--- config.mk ---
export PLATFORM = sky130hd
export DESIGN_NAME = mem_port_arbiter_flat
export DESIGN_NICKNAME = d
export VERILOG_FILES = /design/src/rtl/mem_port_arbiter_if.sv /design/src/rtl/mem_port_arbiter.sv /design/src/flat_wrapper.sv
export SDC_FILE = /design/constraint.sdc
export NUM_CORES = 1
export LEC_CHECK = 0
export CAP_MARGIN = 10
export CORE_ASPECT_RATIO = 2
export CORE_MARGIN = 5
export CORE_UTILIZATION = 34
export CTS_CLUSTER_DIAMETER = 150
export CTS_CLUSTER_SIZE = 10
export DETAILED_ROUTE_END_ITERATION = 16
export HOLD_SLACK_MARGIN = 0.05
export PLACE_DENSITY = 0.78
export SLEW_MARGIN = 20
export SYNTH_ARGS = -nofsm -noshare
export SYNTH_HDL_FRONTEND = slang
export SYNTH_SLANG_ARGS = --single-unit
--- constraint.sdc ---
create_clock -name clk -period 3.25 [get_ports clk]
set_input_delay 0.975 -clock clk [delete_from_list [all_inputs] [get_ports clk]]
set_output_delay 0.975 -clock clk [all_outputs]
set_load 0.005 [all_outputs]
--- src/rtl/mem_port_arbiter_if.sv ---
// Handshake and memory-bus bundle for mem_port_arbiter.
// The slave modport is the arbiter's view; the master modport is the requester/memory side.
interface mem_port_arbiter_if #(
   parameter int unsigned ADDR_W = 13,
   parameter int unsigned DATA_W = 16
) ();
   logic              if_req;
   logic [ADDR_W-1:0] if_addr;
   logic [DATA_W-1:0] if_rdata;
   logic              if_ack;
   logic              dm_req;
   logic              dm_we;
   logic [ADDR_W-1:0] dm_addr;
   logic [DATA_W-1:0] dm_wdata;
   logic [DATA_W-1:0] dm_rdata;
   logic              dm_ack;
   logic [ADDR_W-1:0] mem_address;
   logic              mem_read_en;
   logic              mem_write_en;
   logic [DATA_W-1:0] mem_data_in;
   logic [DATA_W-1:0] mem_data_out;
   logic              busy;

   modport slave (
      input  if_req, if_addr, dm_req, dm_we, dm_addr, dm_wdata, mem_data_out,
      output if_rdata, if_ack, dm_rdata, dm_ack,
             mem_address, mem_read_en, mem_write_en, mem_data_in, busy
   );

   modport master (
      output if_req, if_addr, dm_req, dm_we, dm_addr, dm_wdata, mem_data_out,
      input  if_rdata, if_ack, dm_rdata, dm_ack,
             mem_address, mem_read_en, mem_write_en, mem_data_in, busy
   );
endinterface

--- src/rtl/mem_port_arbiter.sv ---
// Single-port memory arbiter between instruction fetch and data access (IDLE->ACCESS->RESP).
// Define MEM_ARB_RR_EN for round-robin arbitration; otherwise fixed DM priority with IF starvation guard.
module mem_port_arbiter #(
   parameter int unsigned ADDR_W       = 13,
   parameter int unsigned DATA_W       = 16,
   parameter int unsigned STARVE_LIMIT = 3
) (
   input  logic              clk,
   input  logic              rst,
   mem_port_arbiter_if.slave bus
);

   typedef enum logic [1:0] {S_IDLE, S_ACCESS, S_RESP} state_t;

   state_t            state_q, state_d;
   logic              sel_dm_q, sel_dm_d;
   logic              we_q, we_d;
   logic [ADDR_W-1:0] addr_q, addr_d;
   logic [DATA_W-1:0] wdata_q, wdata_d;
   logic [DATA_W-1:0] if_rdata_q, if_rdata_d;
   logic [DATA_W-1:0] dm_rdata_q, dm_rdata_d;
   logic              grant_dm;

`ifdef MEM_ARB_RR_EN
   logic rr_last_dm_q, rr_last_dm_d;
`else
   localparam int unsigned SW = (STARVE_LIMIT > 0) ? $clog2(STARVE_LIMIT + 1) : 1;
   localparam logic [SW-1:0] LIM = SW'(STARVE_LIMIT);
   logic [SW-1:0] starve_q, starve_d;
`endif

   // Winner when the IDLE edge sees at least one request.
   always_comb begin
      grant_dm = bus.dm_req;
      if (bus.dm_req && bus.if_req) begin
`ifdef MEM_ARB_RR_EN
         grant_dm = !rr_last_dm_q;
`else
         grant_dm = (starve_q != LIM);
`endif
      end
   end

   always_comb begin
      state_d    = state_q;
      sel_dm_d   = sel_dm_q;
      we_d       = we_q;
      addr_d     = addr_q;
      wdata_d    = wdata_q;
      if_rdata_d = if_rdata_q;
      dm_rdata_d = dm_rdata_q;
`ifdef MEM_ARB_RR_EN
      rr_last_dm_d = rr_last_dm_q;
`else
      starve_d     = starve_q;
`endif
      case (state_q)
         S_IDLE: begin
            if (bus.if_req || bus.dm_req) begin
               state_d  = S_ACCESS;
               sel_dm_d = grant_dm;
               we_d     = grant_dm && bus.dm_we;
               addr_d   = grant_dm ? bus.dm_addr : bus.if_addr;
               wdata_d  = bus.dm_wdata;
`ifdef MEM_ARB_RR_EN
               rr_last_dm_d = grant_dm;
`else
               if (!grant_dm || !bus.if_req) starve_d = '0;
               else if (starve_q != LIM)     starve_d = starve_q + 1'b1;
`endif
            end
         end
         S_ACCESS: begin
            state_d = S_RESP;
            if (!we_q) begin
               if (sel_dm_q) dm_rdata_d = bus.mem_data_out;
               else          if_rdata_d = bus.mem_data_out;
            end
         end
         S_RESP:  state_d = S_IDLE;
         default: state_d = S_IDLE;
      endcase
   end

   always_ff @(posedge clk or posedge rst) begin
      if (rst) begin
         state_q    <= S_IDLE;
         sel_dm_q   <= 1'b0;
         we_q       <= 1'b0;
         addr_q     <= '0;
         wdata_q    <= '0;
         if_rdata_q <= '0;
         dm_rdata_q <= '0;
`ifdef MEM_ARB_RR_EN
         rr_last_dm_q <= 1'b1;
`else
         starve_q     <= '0;
`endif
      end else begin
         state_q    <= state_d;
         sel_dm_q   <= sel_dm_d;
         we_q       <= we_d;
         addr_q     <= addr_d;
         wdata_q    <= wdata_d;
         if_rdata_q <= if_rdata_d;
         dm_rdata_q <= dm_rdata_d;
`ifdef MEM_ARB_RR_EN
         rr_last_dm_q <= rr_last_dm_d;
`else
         starve_q     <= starve_d;
`endif
      end
   end

   // Bus outputs decode straight from the state register so an async reset clears them at once.
   always_comb begin
      bus.mem_address  = '0;
      bus.mem_read_en  = 1'b0;
      bus.mem_write_en = 1'b0;
      bus.mem_data_in  = '0;
      if (state_q == S_ACCESS) begin
         bus.mem_address  = addr_q;
         bus.mem_read_en  = !we_q;
         bus.mem_write_en = we_q;
         if (we_q) bus.mem_data_in = wdata_q;
      end
      bus.if_ack   = (state_q == S_RESP) && !sel_dm_q;
      bus.dm_ack   = (state_q == S_RESP) && sel_dm_q;
      bus.busy     = (state_q != S_IDLE);
      bus.if_rdata = if_rdata_q;
      bus.dm_rdata = dm_rdata_q;
   end

endmodule

--- src/flat_wrapper.sv ---
// flat-port wrapper written by rule: the top's interface ports become plain ports
module mem_port_arbiter_flat 
#(
   parameter int unsigned ADDR_W       = 13,
   parameter int unsigned DATA_W       = 16,
   parameter int unsigned STARVE_LIMIT = 3
)
  (clk, rst, bus_if_req, bus_if_addr, bus_dm_req, bus_dm_we, bus_dm_addr, bus_dm_wdata, bus_mem_data_out, bus_if_rdata, bus_if_ack, bus_dm_rdata, bus_dm_ack, bus_mem_address, bus_mem_read_en, bus_mem_write_en, bus_mem_data_in, bus_busy);
  mem_port_arbiter_if #(.ADDR_W(ADDR_W), .DATA_W(DATA_W)) bus_i ();
  input  logic clk;
  input  logic rst;
  input wire logic [$bits(bus_i.if_req)-1:0] bus_if_req;
  input wire logic [$bits(bus_i.if_addr)-1:0] bus_if_addr;
  input wire logic [$bits(bus_i.dm_req)-1:0] bus_dm_req;
  input wire logic [$bits(bus_i.dm_we)-1:0] bus_dm_we;
  input wire logic [$bits(bus_i.dm_addr)-1:0] bus_dm_addr;
  input wire logic [$bits(bus_i.dm_wdata)-1:0] bus_dm_wdata;
  input wire logic [$bits(bus_i.mem_data_out)-1:0] bus_mem_data_out;
  output wire logic [$bits(bus_i.if_rdata)-1:0] bus_if_rdata;
  output wire logic [$bits(bus_i.if_ack)-1:0] bus_if_ack;
  output wire logic [$bits(bus_i.dm_rdata)-1:0] bus_dm_rdata;
  output wire logic [$bits(bus_i.dm_ack)-1:0] bus_dm_ack;
  output wire logic [$bits(bus_i.mem_address)-1:0] bus_mem_address;
  output wire logic [$bits(bus_i.mem_read_en)-1:0] bus_mem_read_en;
  output wire logic [$bits(bus_i.mem_write_en)-1:0] bus_mem_write_en;
  output wire logic [$bits(bus_i.mem_data_in)-1:0] bus_mem_data_in;
  output wire logic [$bits(bus_i.busy)-1:0] bus_busy;
  assign bus_i.if_req = bus_if_req;
  assign bus_i.if_addr = bus_if_addr;
  assign bus_i.dm_req = bus_dm_req;
  assign bus_i.dm_we = bus_dm_we;
  assign bus_i.dm_addr = bus_dm_addr;
  assign bus_i.dm_wdata = bus_dm_wdata;
  assign bus_i.mem_data_out = bus_mem_data_out;
  assign bus_if_rdata = bus_i.if_rdata;
  assign bus_if_ack = bus_i.if_ack;
  assign bus_dm_rdata = bus_i.dm_rdata;
  assign bus_dm_ack = bus_i.dm_ack;
  assign bus_mem_address = bus_i.mem_address;
  assign bus_mem_read_en = bus_i.mem_read_en;
  assign bus_mem_write_en = bus_i.mem_write_en;
  assign bus_mem_data_in = bus_i.mem_data_in;
  assign bus_busy = bus_i.busy;
  mem_port_arbiter #(.ADDR_W(ADDR_W), .DATA_W(DATA_W), .STARVE_LIMIT(STARVE_LIMIT)) u_core (.clk(clk), .rst(rst), .bus(bus_i));
endmodule
* After elaboration in Yosys (flattened, before gate mapping) *
Index checks and enable logic that the tools add are counted.

word-level totals
  register bits after elaboration = 67
  bits of input ports = 63
  output and inout bits = 66
  logic and storage cells = 43

operators by class
  add/sub/neg operators = 1
  equal/unequal tests = 4
  muxes and demuxes = 11
  bitwise logic cells = 2
  reductions and logical operators = 17

operators with widths
  operator                                                count
  2-to-1 mux 16 bit                                       2
  2-to-1 mux 13 bit                                       2
  AND reduction 3 bit                                     3
  2-to-1 mux 2 bit                                        3
  logical AND 1 bit                                       4
  logical NOT 1 bit                                       4
  case mux 2 bit (2 select lines)                         1
  nonzero test 2 bit                                      2
  2-to-1 mux 1 bit                                        3
  adder 2 x 1 -> 2 bit (second input constant)            1
  == test 2 x 1 -> 1 bit (second input constant)          1
  == test 2 bit (second input constant)                   1
  logical NOT 2 bit                                       1
  logical OR 1 bit                                        2
  inequality test 2 x 1 -> 1 bit (second input constant)  1
  inequality test 2 bit (second input constant)           1
  inverter 1 bit                                          2
  AND reduction 2 bit                                     1

* Logic depth before layout (Yosys ltp) *
Gate-level depths: netlist (run 1).

  depth after elaboration = 6
  depth in mapped cells = 6
  mapped depth without buffers = 4

* Worst setup path after synthesis (run 1) *
OpenSTA, ideal clock, no wires.

  path type = input to register
  start point = input bus_dm_req
  end point = register u_core.addr_q[3]
  library setup time = 0.125 ns
  arrival = 2.048 ns
  required time = 3.125 ns
  slack = 1.078 ns
  stages on the path = 4
  buffers on the path = 1
  cell sequence = a21boi_2 -> buf_6 -> mux2_2 -> mux2_2

on the way
  word-level cells in the longest chain between the ends = 3
  elaborated cells on any way between the ends = 5
  those cells by class = mux (2); reduce/logical (3)

ends and longest elaborated chain
  element               line                     RTL
  start, declared       flat_wrapper.sv:14       input wire logic [$bits(bus_i.dm_req)-1:0] bus_dm_req;
  logical AND 1 bit     mem_port_arbiter.sv:35   if (bus.dm_req && bus.if_req) begin
  2-to-1 mux 1 bit      mem_port_arbiter.sv:35
  2-to-1 mux 13 bit     mem_port_arbiter.sv:63   addr_d = grant_dm ? bus.dm_addr : bus.if_addr;
  end signal, assigned  mem_port_arbiter.sv:103  addr_q <= addr_d;
  end, declared         mem_port_arbiter.sv:18   logic [ADDR_W-1:0] addr_q, addr_d;

Several ways; a longest one is shown, not always the timed one.
A chain may end at the register's enable or synchronous reset.

* Final worst setup path (run 1) *
  start point = register u_core.state_q[1]
  end point = output bus_mem_data_in[13]

on the way
  word-level cells in the longest chain between the ends = 2

ends and longest elaborated chain
  element                 line                     RTL
  start, declared         mem_port_arbiter.sv:15   state_t state_q, state_d;
  start signal, assigned  mem_port_arbiter.sv:100  state_q <= state_d;
  == test 2 x 1 -> 1 bit  mem_port_arbiter.sv:121  if (state_q == S_ACCESS) begin
  2-to-1 mux 16 bit       mem_port_arbiter.sv:121
  end, declared           flat_wrapper.sv:26       output wire logic [$bits(bus_i.mem_data_in)-1:0] bus_mem_data_in;

Every way passes these cells.

==> results of run 1 <==
-- cells by family (layout without fill, tap and decap cells) --
| kind of cell | Yosys count | in the layout | share of synthesized area |
|---|---|---|---|
| compound gates | 4 | 4 | 0.00960 |
| fa+ha+maj | 1 | 1 | 0.00417 |
| buf+inv | 19 | 153 | 0.0409 |
| flops | 67 | 67 | 0.559 |
| mux | 76 | 76 | 0.297 |
| simple gates | 40 | 40 | 0.0889 |
-- power by group --
| part | internal [mW] | switching, mW | total [mW] |
|---|---|---|---|
| sequential | 1.27 | 0.251 | 1.52 |
| combinational | 1.20 | 0.595 | 1.80 |
| clock | 0.554 | 0.329 | 0.883 |
-- metrics by stage --
stage,power [mW],setup slack (ps),util,instance area (um2),hold slack [ps]
5_1_grt,4.48,179,0.534,4620,511
2_1_floorplan,2.47,592,-,3000,472
4_1_cts,4.28,307,0.534,4620,500
6_report,4.20,329,0.534,4620,495
3_3_place_gp,3.30,651,0.502,4340,482
3_5_place_dp,3.37,629,0.502,4340,488
-- flip-flops by register name (all words and copies together), names as in the netlist --
signal and count:
u_core.we_q 1, u_core.bus.if_rdata 16, u_core.sel_dm_q 1, u_core.addr_q 13, u_core.starve_q 2, u_core.wdata_q 16
u_core.state_q 2, u_core.bus.dm_rdata 16
-- how the worst max path moves through the flow --
stage	to	cells past startpoint	slack [ps]
finish	bus_mem_data_in[13]	4	330
detailed placement	u_core.addr_q[3]$_DFFE_PP0P_	5	630
global placement	u_core.addr_q[3]$_DFFE_PP0P_	5	650
CTS	bus_mem_data_in[13]	4	310
global route	bus_mem_data_in[12]	4	180
floorplan	u_core.addr_q[0]$_DFFE_PP0P_	1	590
-- worst max-delay path, cell delays in order, from the launching register on --
cell,delay [ps]
dfrtp_1,390
nand2b_4,170
inv_2,330
and3_1,220
clkdlybuf4s50_1,520
-- area by class of cell --
type / count / area [um2] / share of cell area
Clock buffer: 12 / 256 / 0.0555
Clock inverter: 4 / 25.0 / 0.00541
Inverter: 6 / 22.5 / 0.00487
Multi-Input combinational cell: 121 / 1200 / 0.260
Sequential cell: 67 / 1680 / 0.363
Tap cell: 100 / 125 / 0.0271
Timing Repair Buffer: 131 / 1320 / 0.285
-- placed cells by master, fill, tap and decap left out, types with 2 or more instances in the layout --
| cell type | synthesis | final |
|---|---|---|
| buf_4 | 5 | 2 |
| nand4_1 | 2 | 2 |
| nor2_1 | 3 | 3 |
| clkdlybuf4s50_1 | 0 | 128 |
| clkinv_2 | 0 | 2 |
| and3_1 | 16 | 16 |
| clkinvlp_4 | 0 | 2 |
| o21ai_0 | 2 | 2 |
| inv_1 | 4 | 3 |
| clkbuf_8 | 0 | 2 |
| mux2_4 | 10 | 10 |
| mux2_2 | 65 | 65 |
| and2_1 | 13 | 13 |
| dfrtp_1 | 67 | 67 |
| inv_2 | 2 | 3 |
| clkbuf_16 | 0 | 9 |
-- synthesized netlist by cell type (all sizes together) --
master / n
and3: 17
mux2: 75
ha: 1
a21boi: 1
nand4: 2
o21a: 1
nor3b: 1
nand2: 1
o21ai: 2
inv: 6
buf: 9
nor3: 1
dfrtp: 67
nand2b: 1
mux2i: 1
and3b: 1
and2: 13
nor2: 3
clkbuf: 4
-- layer usage --
layer,global-route usage,share of wire,vias up
li1,-,-,977
met1,0.137,0.35,1008
met2,0.261,0.57,76
met3,0.0398,0.051,14
met4,0.0645,0.030,0
met5,0,0,-
==> summary.txt, run 1 <==
area growth from synthesis to final layout -> 54.1%
total number of H-tree levels -> 3
Rows -> 48
clock tree from TritonCTS -> yes
clock net sink count -> 67
maximum number of pins on one net before global-route repair -> 68
number of setup buffers added after CTS -> 0
vias -> 2075
Critical path origin -> u_core.state_q[1]$_DFFE_PP0P_
y dimension of the die -> 143 um
routability-driven placement congestion ratio -> 0.738
Detail Placement HPWL -> 5590 um
violation count after the first detailed-route iteration -> 52
crit path launch type -> register
cell count of the worst hold path -> 1
path type of the worst setup path -> reg2out
total power density per cell area -> 908 mW/mm2
share of Yosys cell area claimed by the top area cell type -> 0.559
wire length of the first global-routing pass -> 11900 um
Yosys warning total -> 0
maximum fanout count along the critical path -> 31
post-CTS clock slew at the launch and capture registers of the worst setup and hold paths -> 50 ps
max-slew violations -> 0
Finish-stage setup viols -> 0
setup repair after global routing missed its margin -> no
destination of the worst hold path -> u_core.addr_q[10]$_DFFE_PP0P_
Reg2Reg Depth -> 2
Fillers -> 779
share of the yosys chip area belonging to registers -> 0.559
top cells by area in the synthesized netlist -> dfrtp_1, mux2_2, mux2_4
total gr overflow -> 0
Synth Instances -> 207
number of primary I/O pins -> 129
worst slew margin relative to its limit -> 0.431
post-synth cell types -> 25
routed vias/inst -> 4.71
leakage power -> 1.96 nW
max frequency -> 342 MHz
slew at the pin closest to its max-slew limit -> 851 ps
final-report hold violation count -> 0
crit path time final -> 2920 ps
final wirelength -> 7410 um
Setup crit end kind -> output port
terminus of the critical flop-to-flop path -> u_core.bus.if_rdata[2]$_DFFE_PP0P_
Reg2Reg Launch Point -> u_core.we_q$_DFFE_PP0P_
total die area -> 0.0109 mm2
Chip Width -> 76.4 um
antenna violations before repair -> 0
mean instance size in the synthesized netlist -> 14.5 um2
Arr. time, crit path -> 1950 ps
count of placed standard cells including taps -> 425
total track usage -> 0.139
Hold Crit Class -> reg2reg
CTS Root Buffer Type -> clkbuf_16
WP data required -> 2270 ps
Inserted Clock Buffers -> 9
origin of the worst min-delay path -> u_core.addr_q[10]$_DFFE_PP0P_
ANT cells -> 0
quantity of gates resized following cts -> 0
length of the first detailed-routing pass in iterations -> 4
Bufs on Longest Clock Path -> 2
ratio of final minimum period to clock period -> 0.899
number of violations of the max-capacitance limit -> 0
#FFs+latches synth -> 67
core area -> 0.00865 mm2
Reg2Reg Setup Slack -> 1340 ps
remaining number of nets flagged by the antenna check after routing -> 0
average wire per standard cell -> 16.8 um
post-detailed-route DRC marker count -> 0
clock latency reported for the late side of the worst-skew pair -> 320 ps
share of post-route cells with drive strength above 1 -> 0.293
number of global-route vias before repair -> 2334
worst-case vdd ir drop -> 603 uV
number of port buffers -> 128
outcome -> complete, no violations
Post-Route Skew -> 6.80 ps
mapped cell area -> 0.00300 mm2
post-layout instance count excluding filler cells -> 441
count of nets after finishing -> 400
cell type with the largest total area after synthesis -> dfrtp_1
CTS Hold Bufs -> 0
Sum Neg Setup Slack -> 0 ps
net count of the mapped netlist -> 271
effective utilization at floorplan -> 0.347
No activity file was read; power rests on OpenSTA's default activity.
==> run 2, diff against run 1 <==
--- a/config.mk
+++ b/config.mk
@@ -13,7 +13,7 @@
 export CTS_CLUSTER_SIZE = 10
 export DETAILED_ROUTE_END_ITERATION = 16
 export HOLD_SLACK_MARGIN = 0.05
-export PLACE_DENSITY = 0.78
+export PLACE_DENSITY = 0.67
 export SLEW_MARGIN = 20
 export SYNTH_ARGS = -nofsm -noshare
 export SYNTH_HDL_FRONTEND = slang
==> run 2 against run 1 <==
Against the previous run: final cell count rose by 0.23%; register-to-register slack about the same; die area is the same; worst hold slack improved by 4.3 ps; utilization is 0.62 points higher; critical path depth is the same; non-clock buffer count increased by 1; largest power group unchanged.
==> summary.txt, run 2 (synthesis gave the netlist of run 1 again) <==
setup slack of the critical path after layout -> 316 ps (-13.6 ps)
quantity of gates resized following cts -> 0 (unchanged)
max-slew violations -> 0 (unchanged)
part of the total power dissipated in combinational logic -> 0.411 (-0.017)
Rows -> 48 (unchanged)
Setup crit end kind -> output port
average wire per standard cell -> 17.0 um (+1.3%)
area growth from synthesis to final layout -> 55.9%
count of placed standard cells including taps -> 426 (+0.24%)
Inserted Clock Buffers -> 9 (unchanged)
WP data required -> 2270 ps (about the same)
number of port buffers -> 128 (unchanged)
Post-Route Skew -> 4.26 ps (-2.54 ps)
Chip Width -> 76.4 um (unchanged)
CTS Root Buffer Type -> clkbuf_16
post-CTS clock slew at the launch and capture registers of the worst setup and hold paths -> 50 ps (about the same)
post-layout instance count excluding filler cells -> 442 (+0.23%)
length of the first detailed-routing pass in iterations -> 2 (-2)
FF+latch area -> 0.00168 mm2 (unchanged)
remaining number of nets flagged by the antenna check after routing -> 0 (unchanged)
Detail Placement HPWL -> 5760 um (+3.0%)
commonest cells after routing, fill and taps aside -> clkdlybuf4s50_1, dfrtp_1, mux2_2, and3_1, and2_1
clock latency reported for the late side of the worst-skew pair -> 320 ps (about the same)
crit path launch type -> register
crit path time final -> 2930 ps (+13.6 ps)
most frequent standard cell in the layout excluding fill and tap cells -> clkdlybuf4s50_1
path type of the worst setup path -> reg2out
share of post-route cells with drive strength above 1 -> 0.298 (+0.00499)
wire length of the first global-routing pass -> 11900 um (unchanged)
y dimension of the die -> 143 um (unchanged)
number of violations of the max-capacitance limit -> 0 (unchanged)
Hold Crit Class -> reg2reg
routed vias/inst -> 4.74 (+0.78%)
maximum fanout count along the critical path -> 31 (unchanged)
total gr overflow -> 0 (unchanged)
maximum number of pins on one net before global-route repair -> 41 (-40%)
effective utilization at floorplan -> 0.347 (unchanged)
Finish-stage setup viols -> 0 (unchanged)
CTS Hold Bufs -> 0 (unchanged)
Multi-input gate area -> 0.00120 mm2 (unchanged)
number of global-route vias before repair -> 2287 (-2.0%)
pre-CTS WS -> 634 ps (+5.23 ps)
ratio of final minimum period to clock period -> 0.903 (+0.00418)
total placed instance area -> 0.00435 mm2 (+0.17%)
switching part of the total -> 0.272 (-0.00810)
Bufs on Longest Clock Path -> 2 (unchanged)
overall power consumption -> 4.36 mW (+3.9%)
total number of H-tree levels -> 3 (unchanged)
power spent charging and discharging nets -> 1.19 mW (+0.92%)
total power density per cell area -> 933 mW/mm2 (+2.7%)
number of setup buffers added after CTS -> 0 (unchanged)
core area -> 0.00865 mm2 (unchanged)
vias -> 2096 (+1.0%)
clock tree from TritonCTS -> yes
worst-case vdd ir drop -> 506 uV (-16%)
total die area -> 0.0109 mm2 (unchanged)
fin area -> 0.00468 mm2 (+1.2%)
max frequency -> 341 MHz (-0.46%)
antenna violations before repair -> 0 (unchanged)
Fillers -> 782 (+0.39%)
ANT cells -> 0 (unchanged)
total track usage -> 0.141 (+0.00236)
setup repair after global routing missed its margin -> no
Sum Neg Setup Slack -> 0 ps (unchanged)
slew at the pin closest to its max-slew limit -> 865 ps (+14.7 ps)
violation count after the first detailed-route iteration -> 39 (-25%)
portion of total power attributed to sequential cells -> 0.348 (-0.014)
number of primary I/O pins -> 129 (unchanged)
count of nets after finishing -> 401 (+0.25%)
Int Power -> 3.18 mW (+5.1%)
worst slew margin relative to its limit -> 0.421 (-0.00985)
final wirelength -> 7530 um (+1.6%)
clock net sink count -> 67 (unchanged)
final-report hold violation count -> 0 (unchanged)
clock group share of total power -> 0.241 (+0.031)
outcome -> complete, no violations
Arr. time, crit path -> 1960 ps (about the same)
post-detailed-route DRC marker count -> 0 (unchanged)
leakage power -> 1.99 nW (+1.8%)
routability-driven placement congestion ratio -> 0.736 (-0.27%)
[run 2: cell count changes in the layout (fill, tap and decap cells not counted)]
cell        delta
bufinv_16      +2
clkinvlp_4     -2
clkbuf_1       -1
clkinv_2       +1
buf_4          +1
[run 2: final cells by class]
| type | count | area share |
|---|---|---|
| Inverter | 6 | 0.00482 |
| Clock buffer | 11 | 0.0541 |
| Timing Repair Buffer | 132 | 0.283 |
| Tap cell | 100 | 0.0268 |
| Clock inverter | 5 | 0.0161 |
| Multi-Input combinational cell | 121 | 0.257 |
| Sequential cell | 67 | 0.359 |
[run 2: critical path: stages (launching register included)]
cell	delay [ps]
dfrtp_1	390
nand2b_4	170
inv_2	330
and3_1	210
clkdlybuf4s50_1	530
[run 2: layer usage]
metal | track usage | wire length, um | up-vias
met2 | 0.268 | 4300 | 73
li1 | - | - | 980
met4 | 0.0857 | 237 | 0
met1 | 0.132 | 2530 | 1030
met3 | 0.0354 | 457 | 13
met5 | 0 | 0 | -
[run 2: worst paths after layout]
check                                               from                                  end  slack (ps)  cells past startpoint
setup / recovery           u_core.state_q[1]$_DFFE_PP0P_                  bus_mem_data_in[14]         320                      4
max in group asynchronous                            rst         u_core.addr_q[1]$_DFFE_PP0P_        1570                      3
min in group asynchronous                            rst  u_core.bus.dm_rdata[13]$_DFFE_PP0P_        1050                      2
hold / removal              u_core.addr_q[8]$_DFFE_PP0P_         u_core.addr_q[8]$_DFFE_PP0P_         500                      1
setup reg to reg                 u_core.we_q$_DFFE_PP0P_  u_core.bus.if_rdata[11]$_DFFE_PP0P_        1330                      2
hold reg to reg             u_core.addr_q[8]$_DFFE_PP0P_         u_core.addr_q[8]$_DFFE_PP0P_         500                      1
[run 2: metrics by stage]
stage | util | hold WS, ps
floorplan | - | 472
global placement | 0.503 | 482
detailed placement | 0.503 | 487
CTS | 0.541 | 499
global route | 0.541 | 510
finish | 0.541 | 499
[run 2: power by group through the flow]
stage | combinational, mW | sequential [mW] | clock, mW
floorplan | 0.998 | 1.47 | 0
global route | 1.94 | 1.58 | 1.11
detailed placement | 1.83 | 1.54 | 0
finish | 1.79 | 1.52 | 1.05
global placement | 1.80 | 1.52 | 0
CTS | 1.84 | 1.53 | 1.08
==> run 3, diff against run 2 <==
--- a/config.mk
+++ b/config.mk
@@ -8,13 +8,12 @@
 export CAP_MARGIN = 10
 export CORE_ASPECT_RATIO = 2
 export CORE_MARGIN = 5
-export CORE_UTILIZATION = 34
+export CORE_UTILIZATION = 40
 export CTS_CLUSTER_DIAMETER = 150
 export CTS_CLUSTER_SIZE = 10
 export DETAILED_ROUTE_END_ITERATION = 16
 export HOLD_SLACK_MARGIN = 0.05
-export PLACE_DENSITY = 0.67
-export SLEW_MARGIN = 20
+export PLACE_DENSITY = 0.76
 export SYNTH_ARGS = -nofsm -noshare
 export SYNTH_HDL_FRONTEND = slang
 export SYNTH_SLANG_ARGS = --single-unit
==> run 3 against run 2 <==
Against the previous run: design area down 1.9%; utilization rose by 9.1 points; total power down 5.3%; clock-buffer cell count shrank 1; sequential cell count stayed put; setup slack improved by 15 ps.
==> summary.txt, run 3 (synthesis gave the netlist of run 1 again) <==
final wirelength -> 7430 um (-1.2%)
Max stage delay cell, worst path -> clkdlybuf4s50_1
crit path time final -> 2920 ps (-14.6 ps)
routability-driven placement congestion ratio -> 0.795 (+8.1%)
ordered list of cells on the worst path -> nand2b_4, inv_2, and3_1, clkdlybuf4s50_1
clock latency reported for the late side of the worst-skew pair -> 320 ps (about the same)
outcome -> complete, no violations
max-slew violations -> 0 (unchanged)
Bufs on Longest Clock Path -> 2 (unchanged)
wire length of the first global-routing pass -> 11900 um (unchanged)
max frequency -> 343 MHz (+0.50%)
total number of H-tree levels -> 3 (unchanged)
leakage power -> 1.96 nW (-1.9%)
setup repair after global routing missed its margin -> no
number of port buffers -> 128 (unchanged)
Finish-stage setup viols -> 0 (unchanged)
area growth from synthesis to final layout -> 52.9%
WP data required -> 2270 ps (about the same)
violation count after the first detailed-route iteration -> 67 (+72%)
slew at the pin closest to its max-slew limit -> 835 ps (-30.8 ps)
Inserted Clock Buffers -> 9 (unchanged)
Sum Neg Setup Slack -> 0 ps (unchanged)
Hold Crit Class -> reg2reg
final-report hold violation count -> 0 (unchanged)
gate family responsible for the most delay along the worst path -> buffers and inverters
most frequent standard cell in the layout excluding fill and tap cells -> clkdlybuf4s50_1
pre-CTS WS -> 647 ps (+12.5 ps)
worst-case vdd ir drop -> 651 uV (+29%)
maximum fanout count along the critical path -> 31 (unchanged)
effective utilization at floorplan -> 0.413 (+0.0659)
share of post-route cells with drive strength above 1 -> 0.291 (-0.00707)
total die area -> 0.00943 mm2 (-14%)
total gr overflow -> 0 (unchanged)
Final Util -> 0.631 (+0.0905)
Rows -> 44 (-8.3%)
path type of the worst setup path -> reg2out
total power density per cell area -> 901 mW/mm2 (-3.4%)
hold slack final -> 499 ps (-0.276 ps)
maximum number of pins on one net before global-route repair -> 42 (+2.4%)
quantity of gates resized following cts -> 0 (unchanged)
Setup crit end kind -> output port
FF+latch area -> 0.00168 mm2 (unchanged)
setup slack of the critical path after layout -> 330 ps (+14.6 ps)
remaining number of nets flagged by the antenna check after routing -> 0 (unchanged)
length of the first detailed-routing pass in iterations -> 4 (+2)
worst slew margin relative to its limit -> 0.442 (+0.0206)
number of global-route vias before repair -> 2365 (+3.4%)
ANT cells -> 0 (unchanged)
ratio of final minimum period to clock period -> 0.898 (-0.00449)
Post-Route Skew -> 5.20 ps (+0.934 ps)
biggest cell delay along the critical path -> 500 ps (-30 ps)
routed vias/inst -> 4.86 (+2.4%)
number of buffer and inverter stages on the critical path -> 2 (unchanged)
Detail Placement HPWL -> 5640 um (-2.1%)
Arr. time, crit path -> 1940 ps (-20 ps)
number of violations of the max-capacitance limit -> 0 (unchanged)
CTS Hold Bufs -> 0 (unchanged)
count of nets after finishing -> 401 (unchanged)
total track usage -> 0.163 (+0.0223)
post-detailed-route DRC marker count -> 0 (unchanged)
clock net sink count -> 67 (unchanged)
core area -> 0.00727 mm2 (-16%)
number of setup buffers added after CTS -> 0 (unchanged)
commonest cells after routing, fill and taps aside -> clkdlybuf4s50_1, dfrtp_1, mux2_2, and3_1, and2_1
average wire per standard cell -> 17.2 um (+1.0%)
CTS Root Buffer Type -> clkbuf_16
crit path launch type -> register
fin area -> 0.00459 mm2 (-1.9%)
Fillers -> 598 (-24%)
antenna violations before repair -> 0 (unchanged)
Multi-input gate area -> 0.00120 mm2 (unchanged)
clock tree from TritonCTS -> yes
number of primary I/O pins -> 129 (unchanged)
total placed instance area -> 0.00434 mm2 (-0.23%)
Chip Width -> 71.2 um (-6.8%)
vias -> 2098 (+0.095%)
y dimension of the die -> 132 um (-7.3%)
post-CTS clock slew at the launch and capture registers of the worst setup and hold paths -> 50 ps (about the same)
-- run 3: cell type report --
cell class / count / area share
flip-flops and latches: 67 / 0.366
repair buffers: 132 / 0.289
multi-input cells: 121 / 0.262
clock buffers: 10 / 0.0499
well taps: 92 / 0.0251
inverters: 6 / 0.00491
clock inverters: 4 / 0.00436
-- run 3: where the power goes --
group,internal [mW],total [mW],switching (mW)
registers,1.27,1.53,0.260
logic,1.20,1.79,0.590
clock network,0.500,0.815,0.315
total,2.97,4.13,1.16
-- run 3: path summary, 6_finish.rpt --
path                       cells after the start                          start  slack (ps)                                  end
setup reg to reg                               2        u_core.we_q$_DFFE_PP0P_        1360   u_core.bus.if_rdata[0]$_DFFE_PP0P_
hold reg to reg                                1   u_core.addr_q[4]$_DFFE_PP0P_         500         u_core.addr_q[4]$_DFFE_PP0P_
setup / recovery                               4  u_core.state_q[1]$_DFFE_PP0P_         330                   bus_mem_data_in[5]
max in group asynchronous                      3                            rst        1590        u_core.addr_q[11]$_DFFE_PP0P_
min in group asynchronous                      2                            rst        1040  u_core.bus.dm_rdata[11]$_DFFE_PP0P_
hold / removal                                 1   u_core.addr_q[4]$_DFFE_PP0P_         500         u_core.addr_q[4]$_DFFE_PP0P_
-- run 3: stage by stage --
| stage | cells | total power, mW |
|---|---|---|
| 6_report | 432 | 4.13 |
| 5_1_grt | 432 | 4.40 |
| 4_1_cts | 432 | 4.20 |
| 3_5_place_dp | 418 | 3.36 |
| 3_3_place_gp | 418 | 3.31 |
| 2_1_floorplan | 207 | 2.47 |
-- run 3: routing by layer --
layer	up-vias	GRT usage	share of wire
met2	75	0.312	0.58
met4	0	0.0701	0.029
li1	980	-	-
met5	-	0	0
met3	13	0.0471	0.061
met1	1030	0.154	0.33
